===== src/rtl/gearbox_pkg.sv =====
// Shared constants and helpers for width_gearbox: default widths and fill-counter sizing.
package gearbox_pkg;

    localparam int unsigned DEF_IN_W  = 24;
    localparam int unsigned DEF_OUT_W = 128;

    function automatic int unsigned clog2(input int unsigned v);
        int unsigned r;
        r = 0;
        for (int unsigned i = 0; i < 32; i++) begin
            if (v > (32'd1 << i)) r = i + 1;
        end
        return r;
    endfunction

    // Fill counter must hold fill+IN_W, which peaks just below OUT_W+IN_W.
    function automatic int unsigned cnt_width(input int unsigned in_w, input int unsigned out_w);
        return clog2(out_w + in_w + 1);
    endfunction

endpackage


===== src/rtl/width_gearbox.sv =====
// Packs IN_W-bit beats into OUT_W-bit words, earliest bit at the MSB, with valid/ready on both sides.
// Define GEARBOX_FLUSH_EN to add flush_req/out_last/flush_done for emitting a final partial word.
module width_gearbox
    import gearbox_pkg::*;
#(
    parameter int unsigned IN_W  = DEF_IN_W,
    parameter int unsigned OUT_W = DEF_OUT_W
) (
    input  logic             clk,
    input  logic             rst_n,
    input  logic             in_valid,
    output logic             in_ready,
    input  logic [IN_W-1:0]  in_data,
    output logic             out_valid,
    input  logic             out_ready,
`ifdef GEARBOX_FLUSH_EN
    input  logic             flush_req,
    output logic             out_last,
    output logic             flush_done,
`endif
    output logic [OUT_W-1:0] out_data
);

    localparam int unsigned CNT_W  = cnt_width(IN_W, OUT_W);
    localparam int unsigned WIDE_W = OUT_W + IN_W;

    if (IN_W == 0 || IN_W >= OUT_W) begin : g_bad_params
        $error("width_gearbox: require 1 <= IN_W < OUT_W");
    end

    logic [CNT_W-1:0]  fill_q, fill_d;
    logic [OUT_W-1:0]  buf_q, buf_d;
    logic [OUT_W-1:0]  out_data_q, out_data_d;
    logic              out_valid_q, out_valid_d;
    logic [CNT_W-1:0]  sum_c, rem_c;
    logic [WIDE_W-1:0] wide_c;
    logic              completes_c, out_free_c, accept_c;
`ifdef GEARBOX_FLUSH_EN
    logic              out_last_q, out_last_d;
    logic              flush_done_q, flush_done_d;
`endif

    // Remainder buffer is right-justified: the low fill_q bits are valid, the rest stay zero.
    always_comb begin
        sum_c       = fill_q + CNT_W'(IN_W);
        completes_c = (sum_c >= CNT_W'(OUT_W));
        rem_c       = sum_c - CNT_W'(OUT_W);
        out_free_c  = !out_valid_q || out_ready;
        in_ready    = !(completes_c && !out_free_c);
        accept_c    = in_valid && in_ready;
        wide_c      = {buf_q, in_data};
    end

    always_comb begin
        fill_d       = fill_q;
        buf_d        = buf_q;
        out_data_d   = out_data_q;
        out_valid_d  = out_valid_q && !out_ready;
`ifdef GEARBOX_FLUSH_EN
        out_last_d   = out_last_q && out_valid_q && !out_ready;
        flush_done_d = 1'b0;
`endif
        if (accept_c) begin
            if (completes_c) begin
                // Top OUT_W of the valid bits form the word; the low rem_c bits of the beat carry over.
                out_data_d  = OUT_W'(wide_c >> rem_c);
                out_valid_d = 1'b1;
                fill_d      = rem_c;
                buf_d       = OUT_W'(in_data & ~({IN_W{1'b1}} << rem_c));
`ifdef GEARBOX_FLUSH_EN
                out_last_d  = 1'b0;
`endif
            end else begin
                fill_d = sum_c;
                buf_d  = OUT_W'(wide_c);
            end
        end
`ifdef GEARBOX_FLUSH_EN
        // Blocking on flush_done_q keeps a held request from re-triggering in the pulse cycle.
        if (!in_valid && flush_req && !flush_done_q) begin
            if (fill_q == '0) begin
                flush_done_d = 1'b1;
            end else if (out_free_c) begin
                out_data_d   = buf_q << (CNT_W'(OUT_W) - fill_q);
                out_valid_d  = 1'b1;
                out_last_d   = 1'b1;
                fill_d       = '0;
                buf_d        = '0;
                flush_done_d = 1'b1;
            end
        end
`endif
    end

    always_ff @(posedge clk or negedge rst_n) begin
        if (!rst_n) begin
            fill_q       <= '0;
            buf_q        <= '0;
            out_data_q   <= '0;
            out_valid_q  <= 1'b0;
`ifdef GEARBOX_FLUSH_EN
            out_last_q   <= 1'b0;
            flush_done_q <= 1'b0;
`endif
        end else begin
            fill_q       <= fill_d;
            buf_q        <= buf_d;
            out_data_q   <= out_data_d;
            out_valid_q  <= out_valid_d;
`ifdef GEARBOX_FLUSH_EN
            out_last_q   <= out_last_d;
            flush_done_q <= flush_done_d;
`endif
        end
    end

    assign out_data  = out_data_q;
    assign out_valid = out_valid_q;
`ifdef GEARBOX_FLUSH_EN
    assign out_last   = out_last_q;
    assign flush_done = flush_done_q;
`endif

endmodule


===== config.mk =====
export PLATFORM = sky130hd
export DESIGN_NAME = width_gearbox
export DESIGN_NICKNAME = d
export VERILOG_FILES = /design/src/rtl/gearbox_pkg.sv /design/src/rtl/width_gearbox.sv
export SDC_FILE = /design/constraint.sdc
export NUM_CORES = 1
export LEC_CHECK = 0
export BUFFER_PORTS_ARGS = -buffer_cell sky130_fd_sc_hd__buf_2
export CELL_PAD_IN_SITES_DETAIL_PLACEMENT = 1
export CELL_PAD_IN_SITES_GLOBAL_PLACEMENT = 1
export CORE_UTILIZATION = 40
export DETAILED_ROUTE_END_ITERATION = 7
export PLACE_DENSITY_LB_ADDON = 0.1
export SKIP_CTS_REPAIR_TIMING = 1
export SLEW_MARGIN = 20
export SYNTH_ARGS = -nofsm -noshare
export SYNTH_HDL_FRONTEND = slang
export SYNTH_SLANG_ARGS = --single-unit

===== constraint.sdc =====
create_clock -name clk -period 4.6 [get_ports clk]
set_clock_uncertainty 0.05 [all_clocks]
set_input_delay 0.23 -clock clk [delete_from_list [all_inputs] [get_ports clk]]
set_output_delay 0.23 -clock clk [all_outputs]
set_load 0.05 [all_outputs]

==> results by group, run 1 <==
Yosys
  – Post-synth ARST share: 100%
  – Yosys warning count: 0
  – Mapped cell area: approximately 15,000 µm²
  – Synthesized area per cell: about 11 µm²
  – Largest family of logic cells by synthesized area: multiplexers
  – Number of synthesized flops with an enable pin: 0
  – Adder-cell share of the synthesized area: 0.246%
  – XOR/XNOR Fraction of Synth Area: 0.279%
  – Synth Flop Type: dfrtp_1
  – Synth Area in Simple Gates: 6.82%
  – Cells after Synth: roughly 1.4k
  – Post-synth net total: 1,400
  – Synth Area in Compound Gates: between 20% and 30%
  – Sequential share of the synthesized area: between 40 and 50%
  – Synth unique cells: 46
  – Number of synthesized register bits: between 200 and 300
  – Multiplexer share of the synthesized area: 24.5%

Global route
  – Largest net degree at the start of global routing: 150
  – Vias in the first global route: ~13k
  – First-pass GRT wire length: 94,200 µm
  – Grt ovf: 0
  – GRT Total Usage: between 30 and 40%
  – Initial antenna violation count: 5

Layout
  – Flip-flop and latch area: between 6000 and 7000 µm²
  – Nets: between 1.5k and 2k
  – Layout cell share with drive strength beyond 1: 25.2%
  – Area growth, synth to finish: 16.4%
  – Multi-input gate area: 8080 µm²
  – Layout filler cell count: roughly 4.1k

Clock network
  – Clock transition at path regs: approximately 70 ps
  – CTS tree: built
  – Max Root-Sink Buffers: 3
  – Clk Latency, worst-skew pair: 610 ps
  – Clock root buffer: clkbuf_16
  – H-tree levels: 1
  – Clock Sinks: about 260
  – Total CTS buffers: 31

Worst setup path
  – CP required: roughly 5000 ps
  – Largest stage delay on the critical path: a little under 600 ps
  – Crit-path max FO: 70
  – Cell Chain, Critical Path: inv_1, ha_4, inv_1, ha_4, buf_12, mux2_2, mux2i_1, o21ai_0, a221oi_1, nor2_1
  – CP startpoint: fill_q[3]$_DFFE_PN0P_
  – Crit path DAT: 4120 ps
  – Reg2reg start: fill_q[3]$_DFFE_PN0P_
  – Worst Setup Start Kind: register
  – Critical path class: register to register
  – Crit. End Element: register
  – Delay-heaviest family, CP: compound AO/OA/AOI/OAI gates
  – CP bufs+invs: 3
  – Slowest stage cell on the critical path: a221oi_1

Timing
  – Slew @ Worst Pin: around 1100 ps
  – Period minus WS final: between 3000 and 4000 ps
  – Final period utilization: between 80% and 90%
  – Final Hold Viols: 0
  – Worst slew margin: between 20% and 30%
  – Max Fclk: 271 MHz
  – Max Slew Vio Count: 0
  – # setup viols final: 0
  – Fin Setup TNS: 0 ps
  – RSZ-0062 raised after global routing: false

Floorplan
  – Die height: 197 µm
  – Die Span X: roughly 200 µm
  – Core area: between 30,000 and 40,000 µm²
  – Number of I/O pins: about 160
  – Initial core utilization: 40.6%
  – Die ar.: 38,900 µm²
  – Cell Rows: 71

Detailed routing
  – Residual DRC count: 0
  – WL final: roughly 64,000 µm
  – Total iterations of the first detailed-routing run: 6
  – Post-route ant nets: 0
  – Vias: 13.1k
  – DRT iter0 DRCs: about 1.2k
  – Vias/cell: 6.48
  – DR WL/cell: between 30 and 40 µm

Run status
  – Outcome: finished, final reports clean

Placed design
  – DP HPWL: about 46,000 µm
  – I/O Buffers: approximately 160
  – GP Congestion: around 0.95

Worst hold path
  – Hold wc startpoint: in_valid
  – Worst Hold Class: input port to register

Flow run
  – Max-Cap Viols: 0
-- final timing paths --
path | endpoint | depth (start not counted) | slack (ps)
hold / removal | out_data[60]$_DFFE_PN0P_ | 4 | 270
max in group asynchronous | buf_q[24]$_DFFE_PN0P_ | 3 | 3170
setup / recovery | out_data[66]$_DFFE_PN0P_ | 10 | 900
hold reg to reg | out_data[84]$_DFFE_PN0P_ | 2 | 420
setup reg to reg | out_data[66]$_DFFE_PN0P_ | 10 | 900
min in group asynchronous | out_data[106]$_DFFE_PN0P_ | 2 | 280
-- cells in the mapped netlist, types with 2 or more instances --
cell	number	area share, %
o22ai_1	41	1.7
buf_2	50	1.6
mux2_2	47	3.5
buf_4	25	1.2
a22o_1	159	9.1
ha_1	3	0.25
nor2b_1	8	0.33
o21ai_1	2	0.066
o21a_1	6	0.30
xor2_1	2	0.11
and2_1	2	0.082
dfrtp_1	261	43
o221ai_1	18	1.0
o211ai_1	3	0.15
a31oi_1	6	0.25
nor3_1	17	0.56
nand3b_1	2	0.099
buf_1	9	0.22
a211oi_1	39	1.9
a311oi_1	2	0.11
nor2_1	101	2.5
nand3_1	3	0.099
and3_1	7	0.29
a22oi_1	2	0.099
mux4_2	75	11
nand2_1	111	2.7
mux2i_1	152	10
a211o_1	2	0.11
inv_1	12	0.30
o21ai_0	64	2.1
a221oi_1	21	1.2
a21oi_1	48	1.6
a222oi_1	7	0.46
clkbuf_1	50	1.2
-- through the flow --
step / util [%] / setup WS, ps / hold slack (ps) / cell area, µm² / std cells
floorplan: - / 1260 / -116 / 15200 / 1369
global placement: 43.6 / 1010 / 382 / 16400 / 1935
global route: 47.2 / 829 / 303 / 17700 / 2016
detailed placement: 43.6 / 1000 / 387 / 16400 / 1935
CTS: 46.5 / 987 / -255 / 17500 / 1990
finish: 47.2 / 903 / 267 / 17700 / 2017
-- sequential cells by signal (all words and copies together) (netlist names) --
register   flops
out_data     128
buf_q        128
out_valid      1
fill_q         4
-- worst min-delay path, cell delays in order --
cell and delay [ps]:
buf_2 140, nand3_4 360, nand2_1 90, o21ai_0 60
-- cell usage in the layout (no fill, tap or decap), types with 3 or more instances in the layout --
| cell type | Yosys | final |
|---|---|---|
| a211oi_1 | 39 | 39 |
| a21oi_1 | 48 | 48 |
| a221oi_1 | 21 | 21 |
| a222oi_1 | 7 | 7 |
| a22o_1 | 159 | 159 |
| a31oi_1 | 6 | 4 |
| and3_1 | 7 | 6 |
| buf_12 | 0 | 5 |
| buf_2 | 50 | 156 |
| buf_4 | 25 | 28 |
| bufinv_16 | 0 | 4 |
| clkbuf_1 | 50 | 3 |
| clkbuf_16 | 0 | 31 |
| clkbuf_8 | 0 | 5 |
| clkinv_2 | 0 | 5 |
| clkinvlp_4 | 0 | 4 |
| dfrtp_1 | 261 | 260 |
| dlygate4sd3_1 | 0 | 26 |
| inv_1 | 12 | 12 |
| mux2_2 | 47 | 47 |
| mux2i_1 | 152 | 152 |
| mux4_2 | 75 | 75 |
| nand2_1 | 111 | 109 |
| nor2_1 | 101 | 100 |
| nor2b_1 | 8 | 7 |
| nor3_1 | 17 | 17 |
| o211ai_1 | 3 | 3 |
| o21a_1 | 6 | 6 |
| o21ai_0 | 64 | 64 |
| o221ai_1 | 18 | 18 |
| o22ai_1 | 41 | 41 |
-- area by class of cell --
| cell class | count | share of cell area, % |
|---|---|---|
| tap | 511 | 3.60 |
| antenna | 1 | 0.0141 |
| sequential | 261 | 36.8 |
| timing repair buffer | 216 | 7.70 |
| inverter | 12 | 0.254 |
| clock inverter | 16 | 1.21 |
| clock buffer | 39 | 4.82 |
| multi-input combinational | 961 | 45.6 |
-- metal layers --
| layer | wire length [µm] | track usage (%) | up-vias | share of wire [%] |
|---|---|---|---|---|
| met5 | 39 | 0 | - | 0.061 |
| met4 | 2960 | 14.7 | 6 | 4.6 |
| met3 | 4950 | 6.33 | 119 | 7.7 |
| met2 | 28000 | 47.6 | 560 | 44 |
| met1 | 27900 | 48.1 | 6843 | 44 |
| li1 | - | - | 5545 | - |
-- cells by family (layout without fill, tap and decap cells) --
family / count (synthesis) / after routing
AO/OA/AOI/OAI: 426 / 426
multiplexers: 274 / 274
flip-flops: 261 / 261
AND/OR/NAND/NOR: 254 / 254
buffers and inverters: 147 / 283
XOR/XNOR: 4 / 4
adder cells (fa/ha/maj): 3 / 3
other: 0 / 1
Power of run 1 is not shown: default switching activity piles up to over one toggle a cycle in this logic, so the estimate is an artifact.
==> run 2, diff against run 1 <==
==> constraint.sdc (replaced) <==
create_clock -name clk -period 3.6 [get_ports clk]
set_clock_uncertainty 0.05 [all_clocks]
set_input_delay 0.18 -clock clk [delete_from_list [all_inputs] [get_ports clk]]
set_output_delay 0.18 -clock clk [all_outputs]
set_load 0.05 [all_outputs]
==> run 2 against run 1 <==
Against the previous run:
- the run now ends with negative hold slack left
- via count is 0.50% higher
- global-route usage is 0.38 points lower
- worst setup slack worse by 470 ps
- sequential share of layout area is 0.46 points lower
- first-iteration DRC count is 13% higher
- clock-buffer cell count is 2 higher
- final cell count is 0.84% higher
- hold slack worse by 290 ps
- critical endpoint is now out_data[71]$_DFFE_PN0P_
==> results by group, run 2 (synthesized netlist as in run 1, its figures left out) <==
Floorplan
  – Core area: 37,600 µm² (unchanged)
  – Die Span X: 197 µm (unchanged)
  – Number of I/O pins: 158 (unchanged)
  – Initial core utilization: 40.6% (unchanged)
  – Die height: 197 µm (unchanged)
  – Cell Rows: 71 (unchanged)
  – Die ar.: 38,900 µm² (unchanged)

Clock network
  – CTS tree: built (unchanged)
  – Clock root buffer: clkbuf_16 (unchanged)
  – Clk Latency, worst-skew pair: 590 ps (was 610 ps)
  – Max Root-Sink Buffers: 3 (unchanged)
  – H-tree levels: 1 (unchanged)
  – Clock Sinks: 261 (unchanged)
  – Clock transition at path regs: 70 ps (about the same)
  – Total CTS buffers: 30 (was 31)

Global route
  – GRT Total Usage: 32.7% (was 33.1%)
  – Routing usage on met2: 49.3% (was 47.6%)
  – Met3 usage: 5.22% (was 6.33%)
  – Vias in the first global route: 13.0k (was 12.9k)
  – First-pass GRT wire length: 93,400 µm (was 94,200 µm)
  – Initial antenna violation count: 3 (was 5)
  – Met1 Use GR: 46.8% (was 48.1%)
  – Grt ovf: 0 (unchanged)
  – Largest net degree at the start of global routing: 132 (was 150)
  – GRT busiest layer: met2 (was met1)

Worst setup path
  – Worst Setup Start Kind: register (unchanged)
  – CP bufs+invs: 3 (unchanged)
  – Crit Reg-Reg Endpoint: out_data[71]$_DFFE_PN0P_ (was out_data[66]$_DFFE_PN0P_)
  – Cell Chain, Critical Path: inv_1, ha_4, inv_1, ha_4, buf_4, mux4_2, nand2_1, o21ai_0, a221oi_1, nor2_1 (was inv_1, ha_4, inv_1, ha_4, buf_12, mux2_2, mux2i_1, o21ai_0, a221oi_1, nor2_1)
  – Crit path DAT: 3560 ps (was 4120 ps)
  – Delay-heaviest family, CP: compound AO/OA/AOI/OAI gates (unchanged)
  – Largest stage delay on the critical path: 530 ps (was 590 ps)
  – Slowest stage cell on the critical path: a221oi_1 (unchanged)
  – Crit. End Element: register (unchanged)
  – Reg2reg start: fill_q[3]$_DFFE_PN0P_ (unchanged)
  – Critical path class: register to register (unchanged)
  – Worst r2r path cells: 10 (unchanged)
  – Worst R2R Setup Slack: 440 ps (was 900 ps)
  – Crit-path max FO: 16 (was 70)
  – CP required: 4000 ps (was 5020 ps)

Layout
  – Nets: 1,530 (was 1,514)
  – Area growth, synth to finish: 17.9% (was 16.4%)
  – Commonest non-fill, non-tap cells in the layout: dfrtp_1, a22o_1, buf_2 (unchanged)
  – Fin cells: 2,034 (was 2,017)
  – Layout cell share with drive strength beyond 1: 26.0% (was 25.2%)
  – Final Util: 47.8% (was 47.2%)
  – Number of diodes: 0 (was 1)
  – Most common cell after layout, fill and taps aside: dfrtp_1 (unchanged)

Run status
  – Outcome: finished with violations (was finished, final reports clean)
  – Failing checks: negative hold slack

Timing
  – Fin Setup TNS: 0 ps (unchanged)
  – Final Hold Viols: 1 (was 0)
  – Max Slew Vio Count: 0 (unchanged)
  – Final period utilization: 87.9% (was 80.4%)
  – Slew @ Worst Pin: 1080 ps (was 1150 ps)
  – Worst slew margin: 27.4% (was 23.3%)
  – Period minus WS final: 3160 ps (was 3700 ps)
  – # setup viols final: 0 (unchanged)
  – Final hold slack: -25.9 ps (was 267 ps)
  – Max Fclk: 316 MHz (was 271 MHz)
  – RSZ-0062 raised after global routing: false (unchanged)

Worst hold path
  – Worst hold path cell count: 3 (was 4)
  – Worst Hold Class: input port to register (unchanged)
  – Hold wc startpoint: out_ready (was in_valid)
  – Hold EP: out_valid$_DFF_PN0_ (was out_data[60]$_DFFE_PN0P_)

Detailed routing
  – Vias/cell: 6.46 (was 6.48)
  – Residual DRC count: 0 (unchanged)
  – DR WL/cell: 31.3 µm (was 31.7 µm)
  – DRT iter0 DRCs: 1,356 (was 1,203)
  – Total iterations of the first detailed-routing run: 8 (was 6)
  – WL final: 63,600 µm (was 63,900 µm)
  – Post-route ant nets: 0 (unchanged)
  – Vias: 13.1k (about the same)

Placed design
  – DP HPWL: 45,800 µm (was 45,600 µm)
  – Placed Cells: 1,953 (was 1,935)
  – GP Congestion: 0.926 (was 0.949)
  – I/O Buffers: 157 (unchanged)

Flow run
  – Max-Cap Viols: 0 (unchanged)
[run 2: cell types whose count changed in the layout (fill, tap and decap cells not counted), moves of 2 or more]
cell / before / now
clkbuf_1: 3 / 5
buf_12: 5 / 9
buf_4: 28 / 42
bufinv_16: 4 / 7
[run 2: metal layers]
| metal | wire length [µm] | up-vias |
|---|---|---|
| met2 | 28600 | 583 |
| li1 | - | 5549 |
| met1 | 27700 | 6886 |
| met4 | 2820 | 6 |
| met5 | 46 | - |
| met3 | 4460 | 114 |
[run 2: worst max path at each step]
stage	startpoint	endpoint	slack, ps	cells past startpoint
6_report	fill_q[3]$_DFFE_PN0P_	out_data[71]$_DFFE_PN0P_	440	10
5_1_grt	fill_q[3]$_DFFE_PN0P_	out_data[71]$_DFFE_PN0P_	340	10
4_1_cts	fill_q[3]$_DFFE_PN0P_	out_data[71]$_DFFE_PN0P_	430	10
3_5_place_dp	fill_q[3]$_DFFE_PN0P_	out_data[71]$_DFFE_PN0P_	470	10
3_3_place_gp	fill_q[3]$_DFFE_PN0P_	out_data[71]$_DFFE_PN0P_	490	10
2_1_floorplan	fill_q[3]$_DFFE_PN0P_	out_data[70]$_DFFE_PN0P_	260	16
[run 2: area by class of cell]
class | count | area (µm²)
timing repair buffer | 233 | 1540
clock buffer | 41 | 863
inverter | 12 | 45.0
clock inverter | 15 | 262
tap | 511 | 639
fill | 4079 | 19600
sequential | 261 | 6540
multi-input combinational | 961 | 8080
[run 2: worst reg2reg max path, stage by stage, from the launching register on]
cell	delay, ps
dfrtp_4	500
inv_1	140
ha_4	150
inv_1	50
ha_4	410
buf_4	280
mux4_2	530
nand2_1	80
o21ai_0	210
a221oi_1	530
nor2_1	110
[run 2: stage by stage]
step | cell area, µm² | setup slack (ps) | hold WS, ps
after floorplan | 15200 | 261 | -166
after global placement | 16600 | 490 | 226
after detailed placement | 16600 | 472 | 222
after CTS | 17700 | 430 | -387
after global routing | 18000 | 340 | 9.85
final | 18000 | 437 | -25.9
Power of run 2 is left out for the same reason.
==> run 3, diff against run 2 <==
--- a/config.mk
+++ b/config.mk
@@ -11,8 +11,9 @@
 export CORE_UTILIZATION = 40
 export DETAILED_ROUTE_END_ITERATION = 7
 export PLACE_DENSITY_LB_ADDON = 0.1
+export REMOVE_ABC_BUFFERS = 1
 export SKIP_CTS_REPAIR_TIMING = 1
-export SLEW_MARGIN = 20
+export SLEW_MARGIN = 25
 export SYNTH_ARGS = -nofsm -noshare
 export SYNTH_HDL_FRONTEND = slang
 export SYNTH_SLANG_ARGS = --single-unit
==> run 3 against run 2 <==
Against the previous run:
- the run ends with design-rule violations left
- first-iteration DRC count shrank 26%
- via count shrank 3.8%
- design area grew 0.76%
- flip-flop and latch count is the same
==> results by group, run 3 (synthesized netlist as in run 1, its figures left out) <==
Flow run
  – Max-Cap Viols: 0 (unchanged)

Detailed routing
  – Post-route ant nets: 0 (unchanged)
  – Vias/cell: 6.19 (was 6.46)
  – Vias: 12.6k (was 13.1k)
  – Residual DRC count: 2 (was 0)
  – WL final: 53,000 µm (was 63,600 µm)
  – DR WL/cell: 26.0 µm (was 31.3 µm)
  – Total iterations of the first detailed-routing run: 7 (was 8)
  – DRT iter0 DRCs: 1,000 (was 1,356)

Clock network
  – Clock root buffer: clkbuf_16 (unchanged)
  – Clk Latency, worst-skew pair: 530 ps (was 590 ps)
  – Total CTS buffers: 34 (was 30)
  – H-tree levels: 2 (was 1)
  – CTS tree: built (unchanged)
  – Clock Sinks: 261 (unchanged)
  – Max Root-Sink Buffers: 3 (unchanged)
  – Clock transition at path regs: 60 ps (was 70 ps)

Layout
  – Most common cell after layout, fill and taps aside: dfrtp_1 (unchanged)
  – Commonest non-fill, non-tap cells in the layout: dfrtp_1, a22o_1, buf_2 (unchanged)
  – Final Util: 48.2% (was 47.8%)
  – Layout cell share with drive strength beyond 1: 26.3% (was 26.0%)
  – Number of diodes: 0 (unchanged)
  – Nets: 1,536 (was 1,530)
  – Area growth, synth to finish: 18.8% (was 17.9%)

Timing
  – Max Slew Vio Count: 0 (unchanged)
  – Slew @ Worst Pin: 1040 ps (was 1080 ps)
  – Final period utilization: 85.7% (was 87.9%)
  – Max Fclk: 324 MHz (was 316 MHz)
  – Final Hold Viols: 0 (was 1)
  – # setup viols final: 0 (unchanged)
  – Worst slew margin: 30.3% (was 27.4%)
  – Final worst slack: 516 ps (was 437 ps)
  – Period minus WS final: 3080 ps (was 3160 ps)
  – RSZ-0062 raised after global routing: false (unchanged)

Worst hold path
  – Worst hold path cell count: 3 (unchanged)
  – Hold EP: out_valid$_DFF_PN0_ (unchanged)
  – Hold wc startpoint: out_ready (unchanged)
  – Worst Hold Class: input port to register (unchanged)

Placed design
  – I/O Buffers: 157 (unchanged)
  – DP HPWL: 34,200 µm (was 45,800 µm)
  – Pre-CTS setup slack: 529 ps (was 472 ps)
  – GP Congestion: 0.830 (was 0.926)

Global route
  – Initial antenna violation count: 0 (was 3)
  – First-pass GRT wire length: 81,900 µm (was 93,400 µm)
  – Largest net degree at the start of global routing: 137 (was 132)
  – GRT Total Usage: 27.6% (was 32.7%)
  – Grt ovf: 0 (unchanged)
  – Vias in the first global route: 13.0k (about the same)

Floorplan
  – Die Span X: 197 µm (unchanged)
  – Die height: 197 µm (unchanged)
  – Core area: 37,600 µm² (unchanged)
  – Cell Rows: 71 (unchanged)
  – Number of I/O pins: 158 (unchanged)
  – Initial core utilization: 40.6% (unchanged)
  – Die ar.: 38,900 µm² (unchanged)

Worst setup path
  – Critical path class: register to register (unchanged)
  – Worst r2r path cells: 10 (unchanged)
  – Crit Reg-Reg Endpoint: out_data[32]$_DFFE_PN0P_ (was out_data[71]$_DFFE_PN0P_)
  – CP required: 3960 ps (was 4000 ps)
  – Cell Chain, Critical Path: inv_1, ha_4, inv_1, ha_4, buf_12, mux2_2, a221oi_1, a21oi_1, a222oi_1, inv_1 (was inv_1, ha_4, inv_1, ha_4, buf_4, mux4_2, nand2_1, o21ai_0, a221oi_1, nor2_1)
  – Crit-path max FO: 50 (was 16)
  – Crit. End Element: register (unchanged)
  – CP bufs+invs: 4 (was 3)
  – Worst Setup Start Kind: register (unchanged)
  – Delay-heaviest family, CP: compound AO/OA/AOI/OAI gates (unchanged)
  – Top cell by count, worst path: inv_1
  – Crit path DAT: 3440 ps (was 3560 ps)
  – Slowest stage cell on the critical path: dfrtp_4 (was a221oi_1)
  – Worst R2R Setup Slack: 520 ps (was 440 ps)
  – Reg2reg start: fill_q[3]$_DFFE_PN0P_ (unchanged)
  – Largest stage delay on the critical path: 510 ps (was 530 ps)

Run status
  – Outcome: finished with violations (unchanged)
  – Failing checks: design-rule violations (was negative hold slack)
-- run 3: cell count changes in the layout (fill, tap and decap cells not counted), sizes merged --
cell,before,now
clkinv,5,3
inv,12,13
clkinvlp,3,2
bufinv,7,6
clkbuf,41,49
buf,208,210
-- run 3: how the worst max path moves through the flow --
stage / startpoint / to / cells after the start
floorplan: fill_q[3]$_DFFE_PN0P_ / out_data[19]$_DFFE_PN0P_ / 6
CTS: fill_q[3]$_DFFE_PN0P_ / out_data[54]$_DFFE_PN0P_ / 9
global route: fill_q[3]$_DFFE_PN0P_ / out_data[65]$_DFFE_PN0P_ / 10
global placement: fill_q[3]$_DFFE_PN0P_ / out_data[65]$_DFFE_PN0P_ / 10
finish: fill_q[3]$_DFFE_PN0P_ / out_data[32]$_DFFE_PN0P_ / 10
detailed placement: fill_q[3]$_DFFE_PN0P_ / out_data[65]$_DFFE_PN0P_ / 10
-- run 3: layer usage --
layer	GRT usage, %	wire length (µm)	part of all wire (%)
met1	38.7	23700	45
met2	43.6	25200	48
met3	4.37	2730	5.2
met4	8.96	1410	2.7
met5	0	0	0
-- run 3: area by class of cell --
type	count	area [µm²]
tap	511	639
sequential	261	6540
multi-input combinational	961	8080
timing repair buffer	235	1550
clock buffer	49	1030
inverter	12	45.0
fill	4034	19500
clock inverter	12	223
-- run 3: worst reg2reg max path, stage by stage, from the launching register on --
cell	delay (ps)
dfrtp_4	510
inv_1	120
ha_4	140
inv_1	50
ha_4	500
buf_12	340
mux2_2	420
a221oi_1	300
a21oi_1	130
a222oi_1	330
inv_1	60
-- run 3: per-stage QoR --
stage | hold WS [ps] | setup TNS [ps] | cells | cell area (µm²)
floorplan | -166 | -2437800 | 1234 | 14600
global placement | 297 | 0 | 1954 | 16600
detailed placement | 304 | 0 | 1954 | 16600
CTS | -253 | 0 | 2015 | 17800
global route | 68.3 | 0 | 2041 | 18100
finish | 62.9 | 0 | 2041 | 18100
Power of run 3 is left out for the same reason.
